$ cat src/rtl/fft_bf_r2_pipe_if.sv
// fft_bf_r2_pipe_if
//   Bundles the input-pair and output-pair streams of the radix-2 butterfly.
//   slave  : butterfly side (consumes a/b/tw, produces y0/y1)
//   master : driver side (feeds a/b/tw, consumes y0/y1)
//   Signals:
//     in_valid/in_ready    input pair handshake
//     inv                  1 = IFFT (conjugate twiddle), travels with the pair
//     a_*, b_*             complex operands, signed DW
//     tw_*                 complex twiddle, signed Q1.(TW-1)
//     out_valid/out_ready  output pair handshake
//     y0_*, y1_*           a + b*W and a - b*W, signed DW
interface fft_bf_r2_pipe_if #(
  parameter int DW = 16,
  parameter int TW = 16
);
  logic                 in_valid;
  logic                 in_ready;
  logic                 inv;
  logic signed [DW-1:0] a_re, a_im;
  logic signed [DW-1:0] b_re, b_im;
  logic signed [TW-1:0] tw_re, tw_im;
  logic                 out_valid;
  logic                 out_ready;
  logic signed [DW-1:0] y0_re, y0_im;
  logic signed [DW-1:0] y1_re, y1_im;

  modport slave (
    input  in_valid, inv, a_re, a_im, b_re, b_im, tw_re, tw_im, out_ready,
    output in_ready, out_valid, y0_re, y0_im, y1_re, y1_im
  );

  modport master (
    output in_valid, inv, a_re, a_im, b_re, b_im, tw_re, tw_im, out_ready,
    input  in_ready, out_valid, y0_re, y0_im, y1_re, y1_im
  );
endinterface

$ cat src/rtl/fft_bf_r2_pipe.sv
// fft_bf_r2_pipe
//   Pipelined radix-2 DIT butterfly: y0 = a + b*W, y1 = a - b*W.
//   Three stages: S1 multiply, S2 combine + round, S3 add/sub, scale, limit.
//   One global advance: every stage moves when the output slot is free or
//   being taken, so the whole pipe stalls as a unit under backpressure.
//   Ports:
//     clk      rising-edge clock
//     reset_n  asynchronous active-low reset
//     bf       fft_bf_r2_pipe_if.slave (input pair stream, output pair stream)
//     clr_ovf  synchronous clear of the sticky overflow flag
//     ovf      sticky saturation flag
//   Parameters: DW data width, TW twiddle width, SCALE 1 = halve outputs.
//   Build option BF_SAT_EN: defined -> S3 saturates and drives ovf;
//   undefined -> S3 wraps to DW bits, ovf is 0 and clr_ovf is ignored.
module fft_bf_r2_pipe #(
  parameter int DW    = 16,
  parameter int TW    = 16,
  parameter int SCALE = 0
) (
  input  logic            clk,
  input  logic            reset_n,
  fft_bf_r2_pipe_if.slave bf,
  input  logic            clr_ovf,
  output logic            ovf
);
  localparam int STAGES = 3;
  localparam int PW     = DW + TW + 1;  // product width
  localparam int SW     = PW + 1;       // product sum/difference width
  localparam int TDW    = DW + 2;       // rounded b*W width
  localparam int RW     = DW + 3;       // add/sub width
  localparam logic signed [SW-1:0] RND = SW'(1) << (TW - 2);

  // ---------------- handshake / valid pipe ----------------
  logic              adv;
  logic [STAGES:1]   vld_q;
  logic [STAGES:0]   vld_pipe;  // [0] = accepted this cycle, [k] = Sk valid

  assign adv          = ~vld_q[STAGES] | bf.out_ready;
  assign vld_pipe     = {vld_q, bf.in_valid & adv};
  assign bf.in_ready  = adv;
  assign bf.out_valid = vld_pipe[STAGES];

  always_ff @(posedge clk or negedge reset_n)
    if (!reset_n)  vld_q <= '0;
    else if (adv)  vld_q <= vld_pipe[STAGES-1:0];

  // ---------------- S1: multiply ----------------
  // wi is one bit wider so negating the most negative twiddle is exact.
  logic signed [TW:0]     wi;
  logic signed [PW-1:0]   p_rr_d, p_iw_d, p_rw_d, p_ir_d;
  logic signed [PW-1:0]   p_rr_q, p_iw_q, p_rw_q, p_ir_q;
  logic signed [DW-1:0]   a_re1_q, a_im1_q;

  always_comb begin
    wi     = bf.inv ? -((TW+1)'(bf.tw_im)) : (TW+1)'(bf.tw_im);
    p_rr_d = PW'(bf.b_re) * PW'(bf.tw_re);
    p_iw_d = PW'(bf.b_im) * PW'(wi);
    p_rw_d = PW'(bf.b_re) * PW'(wi);
    p_ir_d = PW'(bf.b_im) * PW'(bf.tw_re);
  end

  always_ff @(posedge clk or negedge reset_n)
    if (!reset_n) begin
      p_rr_q  <= '0;
      p_iw_q  <= '0;
      p_rw_q  <= '0;
      p_ir_q  <= '0;
      a_re1_q <= '0;
      a_im1_q <= '0;
    end else if (vld_pipe[0]) begin
      p_rr_q  <= p_rr_d;
      p_iw_q  <= p_iw_d;
      p_rw_q  <= p_rw_d;
      p_ir_q  <= p_ir_d;
      a_re1_q <= bf.a_re;
      a_im1_q <= bf.a_im;
    end

  // ---------------- S2: combine and round ----------------
  // Round half up back to data scale; the DW+2 result cannot overflow
  // because |b*W| < 2^(DW+TW-1).
  logic signed [SW-1:0]  p_re, p_im;
  logic signed [TDW-1:0] t_re_d, t_im_d, t_re_q, t_im_q;
  logic signed [DW-1:0]  a_re2_q, a_im2_q;

  always_comb begin
    p_re   = SW'(p_rr_q) - SW'(p_iw_q);
    p_im   = SW'(p_rw_q) + SW'(p_ir_q);
    t_re_d = TDW'((p_re + RND) >>> (TW - 1));
    t_im_d = TDW'((p_im + RND) >>> (TW - 1));
  end

  always_ff @(posedge clk or negedge reset_n)
    if (!reset_n) begin
      t_re_q  <= '0;
      t_im_q  <= '0;
      a_re2_q <= '0;
      a_im2_q <= '0;
    end else if (adv && vld_q[1]) begin
      t_re_q  <= t_re_d;
      t_im_q  <= t_im_d;
      a_re2_q <= a_re1_q;
      a_im2_q <= a_im1_q;
    end

  // ---------------- S3: add/sub, scale, limit ----------------
  // s[0..3] = y0_re, y0_im, y1_re, y1_im before limiting
  logic signed [RW-1:0] s [4];
  logic signed [DW-1:0] y_q [4];
  logic                 s3_ld;

  assign s3_ld = adv & vld_q[2];

  always_comb begin
    s[0] = RW'(a_re2_q) + RW'(t_re_q);
    s[1] = RW'(a_im2_q) + RW'(t_im_q);
    s[2] = RW'(a_re2_q) - RW'(t_re_q);
    s[3] = RW'(a_im2_q) - RW'(t_im_q);
    if (SCALE != 0)
      for (int k = 0; k < 4; k++) s[k] = (s[k] + RW'(1)) >>> 1;
  end

`ifdef BF_SAT_EN
  localparam logic signed [RW-1:0] SMAX = {{4{1'b0}}, {(DW-1){1'b1}}};
  localparam logic signed [RW-1:0] SMIN = {{4{1'b1}}, {(DW-1){1'b0}}};

  function automatic logic oor(input logic signed [RW-1:0] v);
    return (v > SMAX) || (v < SMIN);
  endfunction

  function automatic logic signed [DW-1:0] lim(input logic signed [RW-1:0] v);
    if (v > SMAX)      return {1'b0, {(DW-1){1'b1}}};
    else if (v < SMIN) return {1'b1, {(DW-1){1'b0}}};
    else               return DW'(v);
  endfunction

  logic ovf_hit, ovf_d, ovf_q;

  always_comb begin
    ovf_hit = 1'b0;
    for (int k = 0; k < 4; k++) ovf_hit = ovf_hit | oor(s[k]);
    // a fresh overflow beats a simultaneous clear
    ovf_d = ovf_q;
    if (clr_ovf)           ovf_d = 1'b0;
    if (s3_ld && ovf_hit)  ovf_d = 1'b1;
  end

  always_ff @(posedge clk or negedge reset_n)
    if (!reset_n) ovf_q <= 1'b0;
    else          ovf_q <= ovf_d;

  assign ovf = ovf_q;
`else
  function automatic logic signed [DW-1:0] lim(input logic signed [RW-1:0] v);
    return DW'(v);  // two's-complement wrap
  endfunction

  logic unused_clr_ovf;
  assign unused_clr_ovf = clr_ovf;
  assign ovf            = 1'b0;
`endif

  always_ff @(posedge clk or negedge reset_n)
    if (!reset_n) begin
      for (int k = 0; k < 4; k++) y_q[k] <= '0;
    end else if (s3_ld) begin
      for (int k = 0; k < 4; k++) y_q[k] <= lim(s[k]);
    end

  assign bf.y0_re = y_q[0];
  assign bf.y0_im = y_q[1];
  assign bf.y1_re = y_q[2];
  assign bf.y1_im = y_q[3];
endmodule

$ cat src/flat_wrapper.sv
// flat-port wrapper written by rule: the top's interface ports become plain ports
module fft_bf_r2_pipe_flat 
#(
  parameter int DW    = 16,
  parameter int TW    = 16,
  parameter int SCALE = 0
)
  (clk, reset_n, clr_ovf, ovf, bf_in_valid, bf_inv, bf_a_re, bf_a_im, bf_b_re, bf_b_im, bf_tw_re, bf_tw_im, bf_out_ready, bf_in_ready, bf_out_valid, bf_y0_re, bf_y0_im, bf_y1_re, bf_y1_im);
  fft_bf_r2_pipe_if #(.DW(DW), .TW(TW)) bf_i ();
  input  logic clk;
  input  logic reset_n;
  input  logic clr_ovf;
  output logic ovf;
  input wire logic [$bits(bf_i.in_valid)-1:0] bf_in_valid;
  input wire logic [$bits(bf_i.inv)-1:0] bf_inv;
  input wire logic [$bits(bf_i.a_re)-1:0] bf_a_re;
  input wire logic [$bits(bf_i.a_im)-1:0] bf_a_im;
  input wire logic [$bits(bf_i.b_re)-1:0] bf_b_re;
  input wire logic [$bits(bf_i.b_im)-1:0] bf_b_im;
  input wire logic [$bits(bf_i.tw_re)-1:0] bf_tw_re;
  input wire logic [$bits(bf_i.tw_im)-1:0] bf_tw_im;
  input wire logic [$bits(bf_i.out_ready)-1:0] bf_out_ready;
  output wire logic [$bits(bf_i.in_ready)-1:0] bf_in_ready;
  output wire logic [$bits(bf_i.out_valid)-1:0] bf_out_valid;
  output wire logic [$bits(bf_i.y0_re)-1:0] bf_y0_re;
  output wire logic [$bits(bf_i.y0_im)-1:0] bf_y0_im;
  output wire logic [$bits(bf_i.y1_re)-1:0] bf_y1_re;
  output wire logic [$bits(bf_i.y1_im)-1:0] bf_y1_im;
  assign bf_i.in_valid = bf_in_valid;
  assign bf_i.inv = bf_inv;
  assign bf_i.a_re = bf_a_re;
  assign bf_i.a_im = bf_a_im;
  assign bf_i.b_re = bf_b_re;
  assign bf_i.b_im = bf_b_im;
  assign bf_i.tw_re = bf_tw_re;
  assign bf_i.tw_im = bf_tw_im;
  assign bf_i.out_ready = bf_out_ready;
  assign bf_in_ready = bf_i.in_ready;
  assign bf_out_valid = bf_i.out_valid;
  assign bf_y0_re = bf_i.y0_re;
  assign bf_y0_im = bf_i.y0_im;
  assign bf_y1_re = bf_i.y1_re;
  assign bf_y1_im = bf_i.y1_im;
  fft_bf_r2_pipe #(.DW(DW), .TW(TW), .SCALE(SCALE)) u_core (.clk(clk), .reset_n(reset_n), .bf(bf_i), .clr_ovf(clr_ovf), .ovf(ovf));
endmodule
$ cat config.mk
export PLATFORM = sky130hd
export DESIGN_NAME = fft_bf_r2_pipe_flat
export DESIGN_NICKNAME = d
export VERILOG_FILES = /design/src/rtl/fft_bf_r2_pipe_if.sv /design/src/rtl/fft_bf_r2_pipe.sv /design/src/flat_wrapper.sv
export SDC_FILE = /design/constraint.sdc
export NUM_CORES = 2
export LEC_CHECK = 0
export ABC_AREA = 1
export BUFFER_PORTS_ARGS = -buffer_cell sky130_fd_sc_hd__buf_2
export CAP_MARGIN = 20
export CORE_MARGIN = 5
export CORE_UTILIZATION = 60
export CTS_CLUSTER_SIZE = 12
export DETAILED_ROUTE_END_ITERATION = 16
export GPL_TIMING_DRIVEN = 0
export PLACE_DENSITY = 0.77
export SKIP_LAST_GASP = 1
export SYNTH_ARGS = -nofsm -noshare
export SYNTH_HDL_FRONTEND = slang
export SYNTH_SLANG_ARGS = --single-unit
$ cat constraint.sdc
create_clock -name clk -period 2.5 [get_ports clk]
set_input_delay 0.5 -clock clk [delete_from_list [all_inputs] [get_ports clk]]
set_output_delay 0.5 -clock clk [all_outputs]
set_load 0.005 [all_outputs]
==> metrics.yaml <==
outcome:
  status: "finished with violations"
  failed_checks: "setup timing"
timing:
  max_freq_ghz: 0.161
  relSlewSlack_pct: 38.2
  finClkSkew_ns: 0.0244
  whs_ns: 0.0976
  grt_setup_unrepaired: "yes"
  hold_violations: 0
  tightestPinTransition_ns: 0.928
  worst_slack_ns: -3.72
  fin_crit_sh_pct: 249
  finalMaxSlewViolations: 0
  setup_violations: 137
  period_minus_slack_ns: 6.22
worst_setup_path:
  crit_type: "primary input to register"
  worst_path_most_repeated_cell: "fa_1"
  startpoint_type: "primary input"
  cp.required_ns: 2.96
  cp_data_arrival_time_ns: 6.68
  critPathBufInv: 8
  cp_max_fo: 6
  reg2regPathDepth: 9
  slowest_stage: "fa_1"
  worstReg2RegEnd: "u_core.t_re_q[5]$_DFFE_PN0P_"
  reg2reg_from: "u_core.p_rr_q[19]$_DFFE_PN0P_"
  cp_top_family: "adder cells"
  endpoint_kind: "register"
  reg2reg_slack_ns: -0.35
  slowest_delay_ns: 0.54
placed_design:
  place_inst: 8867
  gp_congestion: 1.05
  hpwlAfterDp_microns: 175000
  port_buffers: 148
cts:
  ctsLongestPathBuffers: 3
  clkLatencyLatePin_ns: 0.60
  clk_pin_slew_ns: 0.06
  clock-sinks: 285
  htreeDepth: 1
  cts_tree: "yes"
  cts-root-buf: "clkbuf_16"
  cts_buffers: 29
floorplanning:
  rows: 114
  die_area_sq_um: 103000
  dieHeight_microns: 321
  fp.dieW_microns: 321
  core_area_sq_um: 96400
  io_pins: 169
  initial_core_util_pct: 60.3
logic_synthesis:
  seq_area_frac_synth_pct: 12.3
  synth_top_family_by_area: "adder cells"
  postSynthCellCount: 7441
  synth-compound-area-share_pct: 6.68
  ys_ff_latch: 285
  ys_top_cells_by_area: "fa_1 36%, dfrtp_1 12%, nand2_1 12%, inv_1 12%, ha_1 11%"
  yosys_warnings: 0
  synthAdderAreaFrac_pct: 46.5
  synthXorXnorAreaFrac_pct: 1.76
  postSynthAreaPerCell_sq_um: 7.82
  synthMuxAreaShare_pct: 0
  syn_nets: 9080
  synth.distinct_cells: 60
  synth_area_sq_um: 58200
  synthSimpleGateAreaFrac_pct: 19.2
  synth_top_cell_area_share_pct: 35.8
  synth_top_cell_by_area: "fa_1"
layout:
  layout_commonest_cell: "nand2_1"
  drive_above_1_share_pct: 20.5
  nFillCells: 7171
  instances_no_fill: 9188
  layout.nets: 9537
  area_growth_pct: 22.5
  layout_common_cells: "1674 x nand2_1, 1672 x inv_1, 946 x fa_1"
route:
  drt-initial-drc-count: 5089
  wl_per_cell_microns: 23.9
  dr.pass1.iters: 6
  vias: 52621
  routed_wl_microns: 220000
  vias_per_cell: 5.73
  drc: 0
  antenna_left: 0
min_path:
  whs_endpoint: "u_core.a_im1_q[7]$_DFFE_PN0P_"
  holdPathStages: 3
  min_from: "bf_a_im[7]"
  min_path_type: "primary input to register"
grt:
  antenna_found_initial: 4
  grt_max_degree: 124
  gr-total-overflow: 0
  track_usage_pct: 41.6
  grt_pass1_vias: 53616
  grt_pass1_wl_microns: 322000
job:
  drv_cap: 0
-- worst register-to-register path: cells and delay by family, from the launching register on --
| kind | cells | cell delay, ns |
|---|---|---|
| compound gates | 4 | 0.89 |
| fa+ha+maj | 2 | 0.72 |
| flops | 1 | 0.48 |
| simple gates | 3 | 0.61 |
-- flip-flops by register name (all words and copies together), names as in the netlist --
register / count
u_core.p_ir_q: 31
u_core.p_iw_q: 31
u_core.p_rr_q: 31
u_core.p_rw_q: 31
u_core.a_im1_q: 16
u_core.a_im2_q: 16
u_core.a_re1_q: 16
u_core.a_re2_q: 16
u_core.bf.y1_im: 16
u_core.bf.y1_re: 16
u_core.t_im_q: 16
u_core.t_re_q: 16
u_core.bf.y0_im: 15
u_core.bf.y0_re: 15
u_core.vld_q: 3
-- Yosys cell counts, drive strengths merged --
cell	n
a211oi	5
a21boi	9
a21o	27
a21oi	237
a221oi	4
a31o	1
a31oi	37
and2	3
and3	1
buf	88
clkbuf	171
clkinv	4
conb	1
dfrtp	285
fa	1040
ha	497
inv	1820
nand2	1871
nand3	224
nand3b	20
nand4	46
nor2	469
nor3	46
nor3b	1
nor4	10
o2111ai	4
o211a	2
o211ai	11
o21a	6
o21ai	279
o21bai	28
o221ai	5
o22ai	2
o311ai	3
o31ai	12
or2	54
or3	1
xnor2	51
xor2	66
-- cell families (layout without fill, tap and decap cells) --
kind of cell	Yosys count	count (layout)
AND/OR/NAND/NOR	2746	2746
buffers and inverters	2083	2551
adder cells (fa/ha/maj)	1537	1537
AO/OA/AOI/OAI	672	672
flip-flops	285	285
XOR/XNOR	117	117
other	1	4
-- repair_timing --
item                                   in CTS  in global routing
resized for setup                         509                489
cloned                                      2                  2
hold buffers                                1                  0
endpoints found under the hold margin      72                  0
pin swaps                                 167                299
setup buffers                             146                129
setup endpoints to repair                 128                152
-- area by class of cell --
class | count | area, sq um | area share (%)
plain buffers | 258 | 3270 | 4.58
multi-input cells | 5073 | 47900 | 67.2
inverters | 1824 | 7030 | 9.86
clock inverters | 5 | 81.3 | 0.114
repair buffers | 427 | 3500 | 4.92
well taps | 1276 | 1600 | 2.24
flip-flops and latches | 285 | 7130 | 10.0
clock buffers | 37 | 786 | 1.10
diodes | 3 | 7.51 | 0.0105
-- per-layer routing --
| metal | track usage, % | share of wire, % | vias to the layer above |
|---|---|---|---|
| li1 | - | - | 23015 |
| met1 | 52.0 | 36 | 25632 |
| met2 | 63.4 | 43 | 3131 |
| met3 | 10.6 | 11 | 843 |
| met4 | 29.5 | 9.6 | 0 |
| met5 | 0 | 0 | - |
-- stage by stage --
stage                     cell area [sq um]  utilization (%)  TNS (ns)  setup slack (ns)
after floorplan                       61600                -   -276.17             -3.44
after global placement                64000             66.4  -1597.22             -5.02
after detailed placement              64000             66.4   -397.15             -5.02
after CTS                             68400             71.0   -288.27             -3.67
after global routing                  71300             73.9   -317.02             -3.91
final                                 71300             73.9   -299.46             -3.72
-- how the worst max path moves through the flow --
stage	from	endpoint	slack (ns)	cells after the start
after floorplan	bf_tw_im[0]	u_core.p_rw_q[30]$_DFFE_PN0P_	-3.44	28
after global placement	bf_tw_im[0]	u_core.p_rw_q[27]$_DFFE_PN0P_	-5.02	30
after detailed placement	bf_tw_im[0]	u_core.p_rw_q[27]$_DFFE_PN0P_	-5.02	30
after CTS	bf_tw_im[0]	u_core.p_rw_q[27]$_DFFE_PN0P_	-3.67	33
after global routing	bf_tw_im[0]	u_core.p_iw_q[30]$_DFFE_PN0P_	-3.91	37
final	bf_tw_im[0]	u_core.p_iw_q[25]$_DFFE_PN0P_	-3.72	30
Power is left out: the tool's default activity adds up to more than one toggle a clock period on the data nets, which glitch-free logic cannot reach.
